**src/rtl/round_controller.sv**
```systemverilog
// rtl/round_controller.sv - door-game round sequencer: door generation, play countdown, judging, reveal
// Optional ROUND_PAUSE_EN adds a pause input that freezes PLAY and REVEAL.
module round_controller #(
    parameter int   PLAY_SECS   = 10,
    parameter int   REVEAL_SECS = 1,
    parameter int   INIT_LIVES  = 3,
    parameter int   NUM_DOORS   = 3,
    parameter logic [7:0] LFSR_SEED = 8'hA5
) (
    input  logic       clk,
    input  logic       reset_n,
    input  logic       tick_1s,
    input  logic       start,
`ifdef ROUND_PAUSE_EN
    input  logic       pause,
`endif
    input  logic [1:0] p1_pos,
    input  logic [1:0] p2_pos,
    output logic [1:0] correct_door_1,
    output logic [1:0] correct_door_2,
    output logic [1:0] p1_lives,
    output logic [1:0] p2_lives,
    output logic [3:0] seconds_left,
    output logic       resume,
    output logic       game_over,
    output logic [1:0] winner
);

    localparam logic [3:0] PLAY_LD   = PLAY_SECS[3:0];
    localparam logic [3:0] REVEAL_LD = REVEAL_SECS[3:0];
    localparam logic [1:0] LIVES_LD  = INIT_LIVES[1:0];
    localparam logic [2:0] ND        = NUM_DOORS[2:0];

    typedef enum logic [2:0] {
        S_IDLE,
        S_PLAY,
        S_JUDGE,
        S_REVEAL,
        S_OVER
    } state_t;

    state_t     state, state_next;
    logic [7:0] lfsr, lfsr_next;
    logic [1:0] door1, door1_next, door2, door2_next;
    logic [1:0] lives1, lives1_next, lives2, lives2_next;
    logic [3:0] secs, secs_next;
    logic [3:0] rev_cnt, rev_cnt_next;
    logic [1:0] pos1, pos1_next, pos2, pos2_next;
    logic       paused;

`ifdef ROUND_PAUSE_EN
    assign paused = pause;
`else
    assign paused = 1'b0;
`endif

    // Fold out-of-range 2-bit values back into 0..NUM_DOORS-1.
    function automatic logic [1:0] door_map(input logic [1:0] v);
        logic [2:0] w;
        w = {1'b0, v};
        if (w >= ND)
            w = w - ND;
        return w[1:0];
    endfunction

    always_ff @(posedge clk or negedge reset_n) begin
        if (!reset_n) begin
            state   <= S_IDLE;
            lfsr    <= LFSR_SEED;
            door1   <= 2'd0;
            door2   <= 2'd0;
            lives1  <= LIVES_LD;
            lives2  <= LIVES_LD;
            secs    <= PLAY_LD;
            rev_cnt <= 4'd0;
            pos1    <= 2'd0;
            pos2    <= 2'd0;
        end else begin
            state   <= state_next;
            lfsr    <= lfsr_next;
            door1   <= door1_next;
            door2   <= door2_next;
            lives1  <= lives1_next;
            lives2  <= lives2_next;
            secs    <= secs_next;
            rev_cnt <= rev_cnt_next;
            pos1    <= pos1_next;
            pos2    <= pos2_next;
        end
    end

    always_comb begin
        state_next   = state;
        lfsr_next    = {lfsr[6:0], lfsr[7] ^ lfsr[5] ^ lfsr[4] ^ lfsr[3]};
        door1_next   = door1;
        door2_next   = door2;
        lives1_next  = lives1;
        lives2_next  = lives2;
        secs_next    = secs;
        rev_cnt_next = rev_cnt;
        pos1_next    = pos1;
        pos2_next    = pos2;

        case (state)
            S_IDLE, S_OVER: begin
                if (start) begin
                    state_next  = S_PLAY;
                    lives1_next = LIVES_LD;
                    lives2_next = LIVES_LD;
                    secs_next   = PLAY_LD;
                    door1_next  = door_map(lfsr[1:0]);
                    door2_next  = door_map(lfsr[3:2]);
                end
            end
            S_PLAY: begin
                if (tick_1s && !paused) begin
                    if (secs == 4'd1) begin
                        secs_next  = 4'd0;
                        pos1_next  = p1_pos;
                        pos2_next  = p2_pos;
                        state_next = S_JUDGE;
                    end else begin
                        secs_next = secs - 4'd1;
                    end
                end
            end
            S_JUDGE: begin
                if (pos1 != door1 && lives1 != 2'd0)
                    lives1_next = lives1 - 2'd1;
                if (pos2 != door2 && lives2 != 2'd0)
                    lives2_next = lives2 - 2'd1;
                rev_cnt_next = REVEAL_LD;
                state_next   = S_REVEAL;
            end
            S_REVEAL: begin
                if (tick_1s && !paused) begin
                    if (rev_cnt == 4'd1) begin
                        rev_cnt_next = 4'd0;
                        if (lives1 == 2'd0 || lives2 == 2'd0) begin
                            state_next = S_OVER;
                        end else begin
                            state_next = S_PLAY;
                            secs_next  = PLAY_LD;
                            door1_next = door_map(lfsr[1:0]);
                            door2_next = door_map(lfsr[3:2]);
                        end
                    end else begin
                        rev_cnt_next = rev_cnt - 4'd1;
                    end
                end
            end
            default: state_next = S_IDLE;
        endcase
    end

    assign correct_door_1 = door1;
    assign correct_door_2 = door2;
    assign p1_lives       = lives1;
    assign p2_lives       = lives2;
    assign seconds_left   = secs;
    assign resume         = (state == S_REVEAL);
    assign game_over      = (state == S_OVER);

    always_comb begin
        winner = 2'b00;
        if (state == S_OVER)
            winner = {lives1 == 2'd0, lives2 == 2'd0};
    end

endmodule

```
**config.mk**
```make
export PLATFORM = sky130hd
export DESIGN_NAME = round_controller
export DESIGN_NICKNAME = d
export VERILOG_FILES = /design/src/rtl/round_controller.sv
export SDC_FILE = /design/constraint.sdc
export NUM_CORES = 1
export LEC_CHECK = 0
export ABC_AREA = 0
export CAP_MARGIN = 20
export CORE_MARGIN = 5
export CORE_UTILIZATION = 28
export CTS_BUF_LIST = sky130_fd_sc_hd__clkbuf_2 sky130_fd_sc_hd__clkbuf_4 sky130_fd_sc_hd__clkbuf_8
export CTS_CLUSTER_SIZE = 14
export DETAILED_ROUTE_END_ITERATION = 10
export PLACE_DENSITY = 0.45
export RECOVER_POWER = 100
export SYNTH_ARGS = -nofsm -noshare
export SYNTH_HDL_FRONTEND = slang
export SYNTH_SLANG_ARGS = --single-unit
```
**constraint.sdc**
```tcl
create_clock -name clk -period 3.1 [get_ports clk]
set_input_delay 0.465 -clock clk [delete_from_list [all_inputs] [get_ports clk]]
set_output_delay 0.465 -clock clk [all_outputs]
set_load 0.01 [all_outputs]
```
==> impl_metrics.tcl <==
set metrics [dict create \
    outcome "finished with violations" \
    violations "max-capacitance violations, max-slew violations" \
    fp.dieH_um 85.96 \
    yosysSeqAreaShare_pct 48.80 \
    synth_top_cells_by_area "dfrtp_1, dfstp_2, mux2_2, ha_1, xnor2_1" \
    cts_buffers 5 \
    relSlewSlack_pct -15.66 \
    synthFlopType "dfrtp_1" \
    vias_per_cell 4.857 \
    cts_resized 0 \
    grt_pass1_wl_mm 6.072 \
    setup_tns_ps 0 \
    finalMaxSlewViolations 32 \
    cp-end-kind "output pin" \
    first_iter_violations 53 \
    cp.required_ps 2630 \
    crit_path_start "state[0]" \
    period_share_pct 78.68 \
    synth_cells 145 \
    dpl-instance-area_um2 1904 \
    worstPathArrival_ps 1970 \
    drive_above_1_share_pct 12.79 \
    pwr_density_cell_nw_per_um2 725.9 \
    io_buffers 23 \
    start_util_pct 29.16 \
    drc 0 \
    grt.overflow.total 0 \
    synthDominantCellAreaShare_pct 32.53 \
    dpl.hpwl_mm 2.600 \
    rows 27 \
    yosysWarnings 0 \
    fillers 577 \
    postCtsSetupBuffers 0 \
    dieArea_um2 7388 \
    r2r_end "correct_door_2[0]" \
    cts.sinks 31 \
    gr-usage-all-layers_pct 10.48 \
    synth_fp_nets 159 \
    setup_viol 0 \
    clockBufferDepth 2 \
    ys_ff_latch 31 \
    final_core_util_pct 35.43 \
    finalClockSkew_ps 4.284 \
    final_cell_mix "dfrtp_1, dlygate4sd3_1, inv_1" \
    tightest_slew_ps 1735 \
    synth.distinct_cells 43 \
    ir_worst_vdd_v 0.0002593 \
    first_pass_iters 4 \
    ios 24 \
    pre_cts_slack_ps 995.8 \
    critical-path-max-stage-delay_ps 710 \
    p_leak_nw 0.9026 \
    setup_slack_ps 660.8 \
    min_path_type "register to register" \
    core_area_um2 5540 \
    rsz0062_at_grt "false" \
    grt_antenna_before_repair 0 \
    synth_edf_count 0 \
    r2r_start "rev_cnt[1]" \
    drt-wirelength-per-cell_um 14.51 \
    final_hold_viol_count 0 \
    r2r_cells 6 \
    tritoncts "yes" \
    place_congestion 0.8427 \
    n_antenna_cell 0 \
    die_width_um 85.96 \
    htreeDepth 2 \
    vias 1185 \
    regToRegSetupSlack_ps 860 \
    critPathKind "register to output pin" \
    ctsHoldBuffers 0 \
    clkTransAtPathRegs_ps 70 \
    crit_end "winner[1]" \
    postLayoutCellArea_um2 1963 \
    ys_async_sr_fraction_pct 100.0 \
    area.growth.synth_to_final_pct 21.53 \
    grt_pass1_vias 1244 \
    startpoint_type "register" \
    cp_max_fo 21 \
    finalWirelength_mm 3.541 \
    slowest_stage "dfrtp_1" \
    synth_area_um2 1615 \
    fmax_ghz 0.4100 \
    synth_largest_area_cell "dfrtp_1" \
    min_period_ps 2439 \
    path_cells "nor2_1 > and3_1 > dlygate4sd3_1" \
    final_common_cell "dfrtp_1" \
    grt_max_degree 32 \
    clock_latency_ps 280 \
    drv_cap 1 \
    finalNetCount 185 \
    root_buffer "clkbuf_8" \
    ant_nets 0 \
    synth_area_per_cell_um2 11.14 \
]
-- registers in the layout (all words and copies together), names as in the netlist --
signal,cells
lfsr,8
rev_cnt,4
seconds_left,4
state,3
correct_door_1,2
correct_door_2,2
p1_lives,2
p2_lives,2
pos1,2
pos2,2
-- kinds of logic after synthesis --
family	Yosys count	synth area share [%]
buffers and inverters	17	5.189
and+or+nand+nor	41	15.80
xor gates and xnor gates	7	3.796
AOI/OAI and AO/OA	33	14.33
DFF	31	48.80
muxes	10	7.436
adders and majority gates	6	4.647
-- how the worst min path moves through the flow --
stage               startpoint  cells past startpoint                 to  slack (ps)
finish                 lfsr[6]                      0            lfsr[7]         350
global route           lfsr[6]                      0            lfsr[7]         360
detailed placement     lfsr[6]                      0            lfsr[7]         350
floorplan              reset_n                      0  correct_door_1[0]         170
global placement       lfsr[6]                      0            lfsr[7]         340
CTS                    lfsr[6]                      0            lfsr[7]         360
-- synthesized netlist by cell type, drive strengths merged, types with 2 or more instances --
cell / number
dfrtp: 21
inv: 12
dfstp: 10
mux2: 10
nand2: 9
o21ai: 7
ha: 6
nor2: 6
xnor2: 6
a21oi: 5
nor2b: 5
a22o: 4
buf: 4
nand2b: 4
a211o: 3
a21o: 3
nor3b: 3
a211oi: 2
a2bb2oi: 2
and3: 2
nand3: 2
nor3: 2
nor4: 2
-- area by class of cell --
cell class | instances | area, um^2 | share of cell area (%)
Sequential cell | 31 | 788.3 | 40.15
Multi-Input combinational cell | 97 | 716.9 | 36.52
Timing Repair Buffer | 24 | 234.0 | 11.92
Tap cell | 72 | 90.09 | 4.589
Clock buffer | 6 | 76.32 | 3.888
Inverter | 12 | 45.04 | 2.294
Clock inverter | 2 | 12.51 | 0.6373
-- stage by stage --
step	hold slack [ps]	cells	total power, mW
6_report	351.1	244	1.425
5_1_grt	361.0	244	1.528
4_1_cts	355.6	244	1.491
3_5_place_dp	347.8	236	1.164
3_3_place_gp	338.0	236	1.158
2_1_floorplan	169.4	145	0.9813
-- critical path: cells and delay by family, from the launching register on --
family / cells / cell delay, ps
flip-flops: 1 / 710
buffers and inverters: 1 / 590
AND/OR/NAND/NOR: 2 / 390
-- routing by layer --
layer	routed length (um)	global-route usage (%)
met1	1566	12.15
met2	1747	17.80
met3	203	3.842
met4	23	3.453
met5	0	0
-- power breakdown --
group | internal, mW | switching (mW)
registers | 0.512 | 0.120
logic | 0.245 | 0.233
clock network | 0.165 | 0.150
total | 0.922 | 0.503
Power figures use the tool's default switching activity.
